--- src/rtl/uart_boot_loader_pkg.sv ---
// Shared UART boot-loader types: FSM states, command codes, checksum.
// Imported by the byte-edge detector and the loader top.
package uart_boot_loader_pkg;

  typedef enum logic [2:0] {
    ST_IDLE,
    ST_CMD,
    ST_ADDR,
    ST_DHI,
    ST_DLO,
    ST_CKSUM,
    ST_WRITE
  } state_t;

  localparam logic [7:0] CMD_WRITE = 8'h01;
  localparam logic [7:0] CMD_END   = 8'h02;
  localparam logic [8:0] WC_MAX    = 9'h1FF;

  function automatic logic [7:0] cksum8(
    input logic [7:0] a,
    input logic [7:0] b,
    input logic [7:0] c
  );
    return 8'(a + b + c);
  endfunction

endpackage

--- src/rtl/uart_boot_loader_rx_edge.sv ---
// Turns the UART receiver's level done flag into a one-cycle byte event.
// A flag held high yields exactly one event.
module uart_rx_edge
  import uart_boot_loader_pkg::*;
(
  input  logic clk,
  input  logic reset,
  input  logic i_rx_done,
  output logic o_byte_evt
);

  logic r_rx_done;

  always_ff @(posedge clk) begin
    if (!reset) r_rx_done <= 1'b0;
    else        r_rx_done <= i_rx_done;
  end

  assign o_byte_evt = i_rx_done & ~r_rx_done;

endmodule

--- src/rtl/uart_boot_loader.sv ---
// Serial boot loader: parses SYNC/CMD frames from the UART and writes
// 16-bit instruction words into program memory while holding the CPU.
module uart_boot_loader
  import uart_boot_loader_pkg::*;
#(
  parameter logic [7:0]  SYNC_BYTE      = 8'hA5,
  parameter int unsigned TIMEOUT_CYCLES = 100000
) (
  input  logic        clk,
  input  logic        reset,
  input  logic        i_rx_done,
  input  logic [7:0]  i_rx_data,
  output logic        o_mem_we,
  output logic [7:0]  o_mem_addr,
  output logic [15:0] o_mem_wdata,
  output logic        o_cpu_hold,
  output logic        o_load_done,
  output logic        o_err_cksum,
  output logic        o_err_timeout,
  output logic [8:0]  o_word_count
);

  localparam int TW = $clog2(TIMEOUT_CYCLES + 1);
  localparam logic [TW-1:0] TMO_LAST = TW'(TIMEOUT_CYCLES - 1);

  state_t        r_state;
  logic [TW-1:0] r_tmo;
  logic [7:0]    r_addr;
  logic [7:0]    r_dhi;
  logic [7:0]    r_dlo;
  logic          r_mem_we;
  logic [7:0]    r_mem_addr;
  logic [15:0]   r_mem_wdata;
  logic          r_cpu_hold;
  logic          r_load_done;
  logic          r_err_cksum;
  logic          r_err_tmo;
  logic [8:0]    r_wc;

  logic w_evt;
  logic w_active;
  logic w_tmo_hit;

  uart_rx_edge u_rx_edge (
    .clk        (clk),
    .reset      (reset),
    .i_rx_done  (i_rx_done),
    .o_byte_evt (w_evt)
  );

  assign w_active  = (r_state != ST_IDLE) && (r_state != ST_WRITE);
  assign w_tmo_hit = w_active && !w_evt && (r_tmo == TMO_LAST);

  always_ff @(posedge clk) begin
    if (!reset) begin
      r_state     <= ST_IDLE;
      r_tmo       <= '0;
      r_addr      <= '0;
      r_dhi       <= '0;
      r_dlo       <= '0;
      r_mem_we    <= 1'b0;
      r_mem_addr  <= '0;
      r_mem_wdata <= '0;
      r_cpu_hold  <= 1'b1;
      r_load_done <= 1'b0;
      r_err_cksum <= 1'b0;
      r_err_tmo   <= 1'b0;
      r_wc        <= '0;
    end else begin
      r_mem_we    <= 1'b0;
      r_load_done <= 1'b0;
      r_err_cksum <= 1'b0;
      r_err_tmo   <= 1'b0;

      // Timer only runs while a frame is open
      if (!w_active || w_evt)    r_tmo <= '0;
      else if (r_tmo != TMO_LAST) r_tmo <= r_tmo + 1'b1;

      if (w_tmo_hit) begin
        r_state   <= ST_IDLE;
        r_err_tmo <= 1'b1;
      end else begin
        unique case (r_state)
          ST_IDLE, ST_WRITE: begin
            if (w_evt && i_rx_data == SYNC_BYTE) r_state <= ST_CMD;
            else                                 r_state <= ST_IDLE;
          end
          ST_CMD: if (w_evt) begin
            if (i_rx_data == CMD_WRITE) begin
              r_state <= ST_ADDR;
            end else if (i_rx_data == CMD_END) begin
              r_state     <= ST_IDLE;
              r_load_done <= 1'b1;
              r_cpu_hold  <= 1'b0;
            end else begin
              r_state   <= ST_IDLE;
              r_err_tmo <= 1'b1;
            end
          end
          ST_ADDR: if (w_evt) begin
            r_addr  <= i_rx_data;
            r_state <= ST_DHI;
          end
          ST_DHI: if (w_evt) begin
            r_dhi   <= i_rx_data;
            r_state <= ST_DLO;
          end
          ST_DLO: if (w_evt) begin
            r_dlo   <= i_rx_data;
            r_state <= ST_CKSUM;
          end
          ST_CKSUM: if (w_evt) begin
            if (cksum8(r_addr, r_dhi, r_dlo) == i_rx_data) begin
              r_state     <= ST_WRITE;
              r_mem_we    <= 1'b1;
              r_mem_addr  <= r_addr;
              r_mem_wdata <= {r_dhi, r_dlo};
              if (r_wc != WC_MAX) r_wc <= r_wc + 1'b1;
            end else begin
              r_state     <= ST_IDLE;
              r_err_cksum <= 1'b1;
            end
          end
          default: r_state <= ST_IDLE;
        endcase
      end
    end
  end

  assign o_mem_we      = r_mem_we;
  assign o_mem_addr    = r_mem_addr;
  assign o_mem_wdata   = r_mem_wdata;
  assign o_cpu_hold    = r_cpu_hold;
  assign o_load_done   = r_load_done;
  assign o_err_cksum   = r_err_cksum;
  assign o_err_timeout = r_err_tmo;
  assign o_word_count  = r_wc;

endmodule

--- config.mk ---
export PLATFORM = sky130hd
export DESIGN_NAME = uart_boot_loader
export DESIGN_NICKNAME = d
export VERILOG_FILES = /design/src/rtl/uart_boot_loader_pkg.sv /design/src/rtl/uart_boot_loader_rx_edge.sv /design/src/rtl/uart_boot_loader.sv
export SDC_FILE = /design/constraint.sdc
export NUM_CORES = 1
export LEC_CHECK = 0
export CAP_MARGIN = 0
export CELL_PAD_IN_SITES_DETAIL_PLACEMENT = 1
export CELL_PAD_IN_SITES_GLOBAL_PLACEMENT = 2
export CORE_UTILIZATION = 34
export CTS_CLUSTER_DIAMETER = 150
export CTS_CLUSTER_SIZE = 20
export DETAILED_ROUTE_END_ITERATION = 10
export GPL_TIMING_DRIVEN = 0
export PLACE_DENSITY_LB_ADDON = 0.1
export SLEW_MARGIN = 15
export SYNTH_ARGS = -nofsm -noshare
export SYNTH_HDL_FRONTEND = slang
export SYNTH_HIERARCHICAL = 1
export SYNTH_SLANG_ARGS = --single-unit
export TNS_END_PERCENT = 20
--- constraint.sdc ---
create_clock -name clk -period 3.9 [get_ports clk]
set_input_delay 0.78 -clock clk [delete_from_list [all_inputs] [get_ports clk]]
set_output_delay 0.78 -clock clk [all_outputs]
set_load 0.05 [all_outputs]
Word level (Yosys, flattened, before mapping)
Cells that the tools add are included.
{"block": "word_totals", "reg_bits": 83, "input_bits": 11, "out_inout_bits": 38, "elab_cells": 83}
{"block": "classes", "n_addsub": 4, "n_eq_ne": 19, "n_mux": 17, "bitwise": 8, "n_reduce_logical": 21}
{"op": "$mux 3", "count": 6}
{"op": "$pmux 3 s6", "count": 1}
{"op": "$add 17x1->17 const B", "count": 1}
{"op": "$eq 17x17->1 const B", "count": 1}
{"op": "$ne 17x17->1 const B", "count": 1}
{"op": "$add 8x8->8", "count": 2}
{"op": "$reduce_and 5->1", "count": 3}
{"op": "$ne 2x2->1 const B", "count": 5}
{"op": "$add 9x1->9 const B", "count": 1}
{"op": "$eq 3x3->1 const B", "count": 3}
{"op": "$mux 1", "count": 9}
{"op": "$ne 9x9->1 const B", "count": 1}
{"op": "$reduce_and 3->1", "count": 3}
{"op": "$eq 8x1->1 const B", "count": 1}
{"op": "$eq 8x2->1 const B", "count": 1}
{"op": "$eq 8x8->1", "count": 1}
{"op": "$eq 8x8->1 const B", "count": 1}
{"op": "$not 1->1", "count": 7}
{"op": "$eq 3x2->1 const B", "count": 2}
{"op": "$reduce_or 2->1", "count": 3}
{"op": "$reduce_or 5->1", "count": 1}
{"op": "$logic_and 1x1->1", "count": 4}
{"op": "$reduce_and 4->1", "count": 1}
{"op": "$reduce_or 4->1", "count": 1}
{"op": "other kinds (8)", "count": 9}

Logic depth before layout (Yosys ltp)
Gate-level depths: netlist of the first run.
{"block": "depth", "word_depth": 7, "depth_mapped": 11, "mapped_depth_nobuf": 9}

Modules after synthesis
Netlist of the first run, hierarchy kept.
{"module": "uart_boot_loader", "instances": 1, "cells_per_inst": 452, "area_each_um2": 3972.6, "seq_area_each_um2": 1641.6}
{"module": "uart_rx_edge", "instances": 1, "cells_per_inst": 3, "area_each_um2": 40.0, "seq_area_each_um2": 20.0}

Least setup slack after synthesis of the first run
OpenSTA, ideal clock, no wires.
{"block": "synth_timing", "kind": "register -> register", "start": "reg r_addr[1]", "end": "reg r_wc[7] (netlist: o_word_count[7])", "setup_time_ns": 0.070, "t_arrival_ns": 2.926, "required_ns": 3.830, "path_slack_ns": 0.903, "stages_incl_launch_ff": 11, "n_path_buf": 1, "period_less_slack_ns": 2.997, "path_cell_list": "dfxtp_1 fa_1 ha_1 fa_1 xnor2_1 nand3_1 nor4_4 o211ai_4 buf_6 or4_1 a21oi_1"}
{"block": "synth_via", "elab_chain_len": 4}
{"item": "start: declaration", "line": "uart_boot_loader.sv:28", "rtl": "logic [7:0] r_addr;"}
{"item": "start signal: assignment", "line": "uart_boot_loader.sv:101", "rtl": "r_addr <= i_rx_data;"}
{"item": "$add 8x8->8 (2 in a row)", "line": "uart_boot_loader_pkg.sv:24", "rtl": "return 8'(a + b + c);"}
{"item": "$eq 8x8->1", "line": "uart_boot_loader.sv:113", "rtl": "if (cksum8(r_addr, r_dhi, r_dlo) == i_rx_data) begin"}
{"item": "$reduce_and 5->1 (no line)"}
{"item": "end signal: assignment", "line": "uart_boot_loader.sv:118", "rtl": "if (r_wc != WC_MAX) r_wc <= r_wc + 1'b1;"}
{"item": "end: declaration", "line": "uart_boot_loader.sv:38", "rtl": "logic [8:0] r_wc;"}
Every way passes these cells.
A chain may end at the register's enable or synchronous reset.

Worst setup path after layout of the first run
{"block": "layout_timing", "start": "reg r_dlo[1]", "end": "reg r_mem_addr[1] (netlist: o_mem_addr[1])"}
{"block": "layout_via", "elab_chain_len": 3}
{"item": "start: declaration", "line": "uart_boot_loader.sv:30", "rtl": "logic [7:0] r_dlo;"}
{"item": "start signal: assignment", "line": "uart_boot_loader.sv:109", "rtl": "r_dlo <= i_rx_data;"}
{"item": "$add 8x8->8", "line": "uart_boot_loader_pkg.sv:24"}
{"item": "$eq 8x8->1", "line": "uart_boot_loader.sv:113"}
{"item": "$reduce_and 4->1 (no line)"}
{"item": "end signal: assignment", "line": "uart_boot_loader.sv:116", "rtl": "r_mem_addr <= r_addr;"}
{"item": "end: declaration", "line": "uart_boot_loader.sv:32", "rtl": "logic [7:0] r_mem_addr;"}
Every way passes these cells.

==> reports/metrics.yaml, run 1 <==
status:
  status: "finished clean"
clocking:
  clk_path_buf_depth: 2
  ctsHoldBuffers: 0
  clk_pin_slew_ns: 0.06
  clock_latency_ns: 0.35
  cts_tree: "yes"
  cts_max_level: 3
  cts_setup_buffers: 0
  cts.sinks: 83
  cts_buffers: 9
  cts-root-buf: "clkbuf_16"
  cts_resized: 0
sta:
  worst_clock_skew_ns: 0.00678
  rsz0062_at_grt: "no"
  whs_ns: 0.452
  hold_violations: 0
  worst_slew_pin_slew_ns: 1.05
  fmax_mhz: 291
  period_needed_ns: 3.44
  tns_ns: 0
  slew_violations: 0
  relSlewSlack_pct: 29.8
  setup_viol: 0
  period_share_pct: 88.1
drt:
  dr.pass1.iters: 4
  viasPerCell: 5.42
  first_iter_violations: 124
  drc_errors: 0
  drt_wl_total_um: 11800
  vias: 3575
  postRouteAntennaNets: 0
  routedWlPerCell_um: 17.8
critical_path:
  r2r-start: "r_dlo[1]$_SDFFE_PN0P_"
  crit_path_start_kind: "flop"
  arrival_ns: 3.71
  worstSetupEndpointType: "flop"
  cp.required_ns: 4.18
  r2r_slack_ns: 0.46
  regToRegEndpoint: "o_mem_addr[1]$_SDFFE_PN0P_"
  worst_r2r_path_depth: 11
  worstPathMaxFanout: 10
  critPathKind: "reg -> reg"
floorplan:
  placementRows: 39
  core_sq_um: 11500
  initial_core_util_pct: 35.0
  ios: 49
  fp.dieArea_sq_um: 12200
  die_h_um: 111
  dieWidth_um: 111
power_and_ir_drop:
  ir_drop_mv: 0.388
  powerDensity_nw_per_um2: 363
  leakagePower_nw: 1.68
hold_path:
  hold_end: "o_cpu_hold$_SDFFE_PN1P_"
  hp-class: "reg -> reg"
  min_path_cells: 2
  min-delay-start: "o_cpu_hold$_SDFFE_PN1P_"
run:
  drv_cap: 0
synth:
  synthDistinctLibCells: 53
  syn_nets: 483
  yosysTopAreaCell: "dfxtp_1"
  ys.flop_type: "dfxtp_1"
  ys_warn_count: 6
  synth_edf_count: 0
  synth.top_cell.area_share_pct: 41.4
  yosys-top-cells-area: "dfxtp_1 41%, a21oi_1 6.4%, nand4_1 5.0%"
  seq_area_frac_synth_pct: 41.4
  synth-async-reset-ratio_pct: 0
  synthCells: 455
  netlist_area_sq_um: 4010
  syn_area_per_cell_sq_um: 8.82
  ys_seq_elements: 83
grt:
  grt_pass1_vias: 3650
  grt_pass1_wl_um: 19400
  track_usage_pct: 20.3
  grt-ovfl-total: 0
  antenna_found_initial: 0
  grt_max_degree: 13
layout:
  area_growth_pct: 23.6
  n_antenna_cell: 0
  n_fill_cell: 1339
  final_layout_size_suffix_gt1_share_pct: 4.84
  final_util_pct: 43.3
  final_common_cell: "dfxtp_1"
  nets: 540
  final_cell_mix: "83 x dfxtp_1, 51 x a21oi_1, 46 x clkdlybuf4s50_1, 45 x nor2_1, 35 x nand2_1"
place:
  hpwl_um: 8660
  port_buffers: 46
  gp_congestion: 0.847
stage by stage:
| step | std cells | total power [W] | setup WS (ns) | area (sq um) |
|---|---|---|---|---|
| floorplan | 455 | 0.000899 | 0.903 | 4010 |
| global placement | 644 | 0.000929 | 0.468 | 4650 |
| detailed placement | 644 | 0.000930 | 0.455 | 4650 |
| CTS | 660 | 0.00182 | 0.421 | 4960 |
| global route | 660 | 0.00186 | 0.226 | 4960 |
| finish | 660 | 0.00180 | 0.464 | 4960 |
registers in the layout, summed over array words and instances, names as in the netlist:
register / count
r_dlo: 8
o_load_done: 1
o_mem_we: 1
o_mem_addr: 8
o_err_timeout: 1
r_state: 3
r_addr: 8
o_err_cksum: 1
o_cpu_hold: 1
o_word_count: 9
r_dhi: 8
o_mem_wdata: 16
u_rx_edge/r_rx_done: 1
r_tmo: 17
report_power, final:
part / total [W] / switching (W) / internal [W]
clock network: 0.000890 / 0.000341 / 0.000550
logic: 0.0000621 / 0.0000435 / 0.0000186
registers: 0.000849 / 0.000000445 / 0.000848
total: 0.00180 / 0.000385 / 0.00142
routing by layer:
| layer | global-route usage [%] | wire length, um | share of wire [%] | up-vias |
|---|---|---|---|---|
| met3 | 5.16 | 322 | 2.7 | 12 |
| met2 | 33.7 | 5650 | 48 | 41 |
| met4 | 6.04 | 180 | 1.5 | 0 |
| met1 | 26.0 | 5600 | 48 | 1764 |
| met5 | 0 | 0 | 0 | - |
| li1 | - | - | - | 1758 |
how the worst max path moves through the flow:
| stage | to | cells after the start | from |
|---|---|---|---|
| CTS | o_mem_addr[0]$_SDFFE_PN0P_ | 11 | r_dlo[1]$_SDFFE_PN0P_ |
| global route | o_mem_addr[0]$_SDFFE_PN0P_ | 10 | r_dhi[2]$_SDFFE_PN0P_ |
| global placement | o_mem_wdata[15]$_SDFFE_PN0P_ | 8 | i_rx_done |
| floorplan | o_word_count[7]$_SDFFE_PN0P_ | 10 | r_addr[1]$_SDFFE_PN0P_ |
| detailed placement | o_mem_wdata[13]$_SDFFE_PN0P_ | 8 | i_rx_done |
| finish | o_mem_addr[1]$_SDFFE_PN0P_ | 11 | r_dlo[1]$_SDFFE_PN0P_ |
worst max-delay path: stages, from the launching register on:
cell	delay, ns
dfxtp_1	0.39
fa_1	0.43
ha_1	0.25
fa_1	0.50
xnor2_1	0.12
nand3_1	0.17
nor4_4	0.41
o211a_1	0.23
buf_2	0.25
buf_2	0.26
nand4_1	0.19
a21oi_1	0.18
synthesized netlist by cell type (3+ instances only):
cell type	instances
o21ai_0	32
xnor2_1	11
inv_1	5
nor2_1	45
o31ai_1	7
nor3_1	6
ha_1	9
xor2_1	14
and2_1	3
mux2i_1	17
and3_1	9
buf_2	3
nand2b_1	3
a21oi_1	51
clkbuf_1	23
nand4_1	32
dfxtp_1	83
or4_1	6
nand3_1	11
or3_1	5
fa_1	8
nand2_1	35
cell families (layout without fill, tap and decap cells):
group	Yosys count	after routing	share of synthesized area, %
buffers and inverters	34	96	3.55
muxes	17	17	4.24
AOI/OAI and AO/OA	108	108	15.7
and+or+nand+nor	170	170	22.3
DFF	83	83	41.4
xor gates and xnor gates	26	26	6.02
adders and majority gates	17	17	6.80
cell type report:
cell class | instances | area [sq um] | share of cell area (%)
clock buffer | 15 | 278 | 5.60
multi-input combinational | 338 | 2210 | 44.5
clock inverter | 1 | 30.0 | 0.605
sequential | 83 | 1660 | 33.5
inverter | 5 | 18.8 | 0.378
timing repair buffer | 46 | 460 | 9.28
buffer | 29 | 124 | 2.50
tap | 143 | 179 | 3.61
No activity file was read; power rests on OpenSTA's default activity.
==> run 2, diff against run 1 <==
--- a/config.mk
+++ b/config.mk
@@ -7,13 +7,14 @@
 export LEC_CHECK = 0
 export CAP_MARGIN = 0
 export CELL_PAD_IN_SITES_DETAIL_PLACEMENT = 1
-export CELL_PAD_IN_SITES_GLOBAL_PLACEMENT = 2
-export CORE_UTILIZATION = 34
+export CELL_PAD_IN_SITES_GLOBAL_PLACEMENT = 1
+export CORE_UTILIZATION = 35
 export CTS_CLUSTER_DIAMETER = 150
 export CTS_CLUSTER_SIZE = 20
 export DETAILED_ROUTE_END_ITERATION = 10
 export GPL_TIMING_DRIVEN = 0
 export PLACE_DENSITY_LB_ADDON = 0.1
+export RECOVER_POWER = 100
 export SLEW_MARGIN = 15
 export SYNTH_ARGS = -nofsm -noshare
 export SYNTH_HDL_FRONTEND = slang
==> run 2 against run 1 <==
Critical path depth fell by 1. Clock skew rose by 0.0027 ns. Core utilization rose by 1.7 points. Critical path type unchanged. Largest power group unchanged.
==> reports/metrics.yaml, run 2 (same netlist as run 1, synthesis figures left out) <==
sta:
  slew_violations: 0
  rsz0062_at_grt: "no"
  fmax_mhz: 279
  relSlewSlack_pct: 32.7
  worst_clock_skew_ns: 0.00945
  worst_slew_pin_slew_ns: 1.01
  period_share_pct: 92.1
  setup_viol: 0
  whs_ns: 0.446
  period_needed_ns: 3.59
  tns_ns: 0
  hold_violations: 0
drt:
  routedWlPerCell_um: 17.6
  dr.pass1.iters: 4
  viasPerCell: 5.48
  vias: 3603
  first_iter_violations: 108
  postRouteAntennaNets: 0
  drt_wl_total_um: 11500
  drc_errors: 0
clocking:
  cts_setup_buffers: 0
  cts_resized: 0
  clk_pin_slew_ns: 0.06
  cts_buffers: 9
  ctsHoldBuffers: 0
  cts.sinks: 83
  cts_tree: "yes"
  cts_max_level: 3
  cts-root-buf: "clkbuf_16"
  clk_path_buf_depth: 2
  clock_latency_ns: 0.34
layout:
  final_cell_mix: "83 x dfxtp_1, 51 x a21oi_1, 45 x nor2_1, 41 x dlygate4sd3_1, 35 x nand2_1"
  largest_register: "r_tmo"
  final_common_cell: "dfxtp_1"
  regArea_sq_um: 1660
  multiInputGateArea_sq_um: 2180
  final_util_pct: 45.0
  area_growth_pct: 23.2
  n_fill_cell: 1311
  largest_register_ffs: 17
  nets: 540
  n_antenna_cell: 0
  final_layout_size_suffix_gt1_share_pct: 4.84
place:
  gp_congestion: 0.839
  port_buffers: 46
  hpwl_um: 8490
critical_path:
  worstSetupEndpointType: "flop"
  arrival_ns: 3.86
  critPathKind: "reg -> reg"
  worstPathMaxFanout: 10
  cp.required_ns: 4.17
  crit_path_start_kind: "flop"
floorplan:
  dieWidth_um: 109
  fp.dieArea_sq_um: 11900
  placementRows: 38
  ios: 49
  core_sq_um: 11000
  die_h_um: 109
  initial_core_util_pct: 36.5
grt:
  grt_pass1_wl_um: 18500
  grt-ovfl-total: 0
  grt_pass1_vias: 3678
  antenna_found_initial: 0
  track_usage_pct: 20.8
  grt_max_degree: 15
power_and_ir_drop:
  ir_drop_mv: 0.221
  internal_power_w: 0.00144
  comb_power_share_pct: 3.2
  powerDensity_nw_per_um2: 373
  leakagePower_nw: 1.81
  power.switching_w: 0.000399
  switching_share_pct: 21.7
  pwr-share-seq_pct: 46.0
  clkPwrFrac_pct: 50.8
status:
  status: "finished clean"
hold_path:
  hp-class: "reg -> reg"
run:
  drv_cap: 0
==> run 2: power groups by stage <==
| stage | clock, W | combinational [W] | sequential, W |
|---|---|---|---|
| 2_1_floorplan | 0 | 0.0000319 | 0.000868 |
| 4_1_cts | 0.000959 | 0.0000622 | 0.000848 |
| 3_3_place_gp | 0 | 0.0000609 | 0.000868 |
| 3_5_place_dp | 0 | 0.0000616 | 0.000868 |
| 6_report | 0.000936 | 0.0000591 | 0.000848 |
| 5_1_grt | 0.000991 | 0.0000636 | 0.000848 |
==> run 2: worst max-delay path, cell delays in order (launching register included) <==
cell	delay [ns]
dfxtp_1	0.42
fa_1	0.50
ha_1	0.32
a211oi_1	0.33
o21bai_1	0.12
a211oi_1	0.54
or2_2	0.22
buf_2	0.23
buf_1	0.44
nand4_1	0.21
a21oi_1	0.19
==> run 2: worst paths after layout <==
path                                                     end  cells past startpoint  slack (ns)               startpoint
worst max-delay path            o_mem_wdata[14]$_SDFFE_PN0P_                     10        0.31    r_dhi[2]$_SDFFE_PN0P_
worst min-delay path                 o_cpu_hold$_SDFFE_PN1P_                      2        0.45  o_cpu_hold$_SDFFE_PN1P_
worst max register to register  o_mem_wdata[14]$_SDFFE_PN0P_                     10        0.31    r_dhi[2]$_SDFFE_PN0P_
worst min register to register       o_cpu_hold$_SDFFE_PN1P_                      2        0.45  o_cpu_hold$_SDFFE_PN1P_
==> run 2: area by class of cell <==
type / instances / share of cell area, %
tap: 140 / 3.54
timing repair buffer: 46 / 9.32
inverter: 5 / 0.380
sequential: 83 / 33.6
multi-input combinational: 338 / 44.1
clock buffer: 10 / 4.84
clock inverter: 6 / 1.80
buffer: 29 / 2.38
==> run 2: through the flow <==
step	power, W	setup WS [ns]	instances	cell area (sq um)
floorplan	0.000899	0.903	455	4010
global placement	0.000928	0.437	641	4650
detailed placement	0.000929	0.378	641	4650
CTS	0.00187	0.342	657	4980
global route	0.00190	0.0993	657	4940
finish	0.00184	0.310	657	4940
==> run 2: routing by layer <==
layer | track usage (%) | vias to the layer above | wire, um
met3 | 5.50 | 13 | 268
met1 | 25.1 | 1796 | 5380
met5 | 0 | - | 0
met4 | 5.89 | 0 | 137
met2 | 36.2 | 45 | 5760
li1 | - | 1749 | -
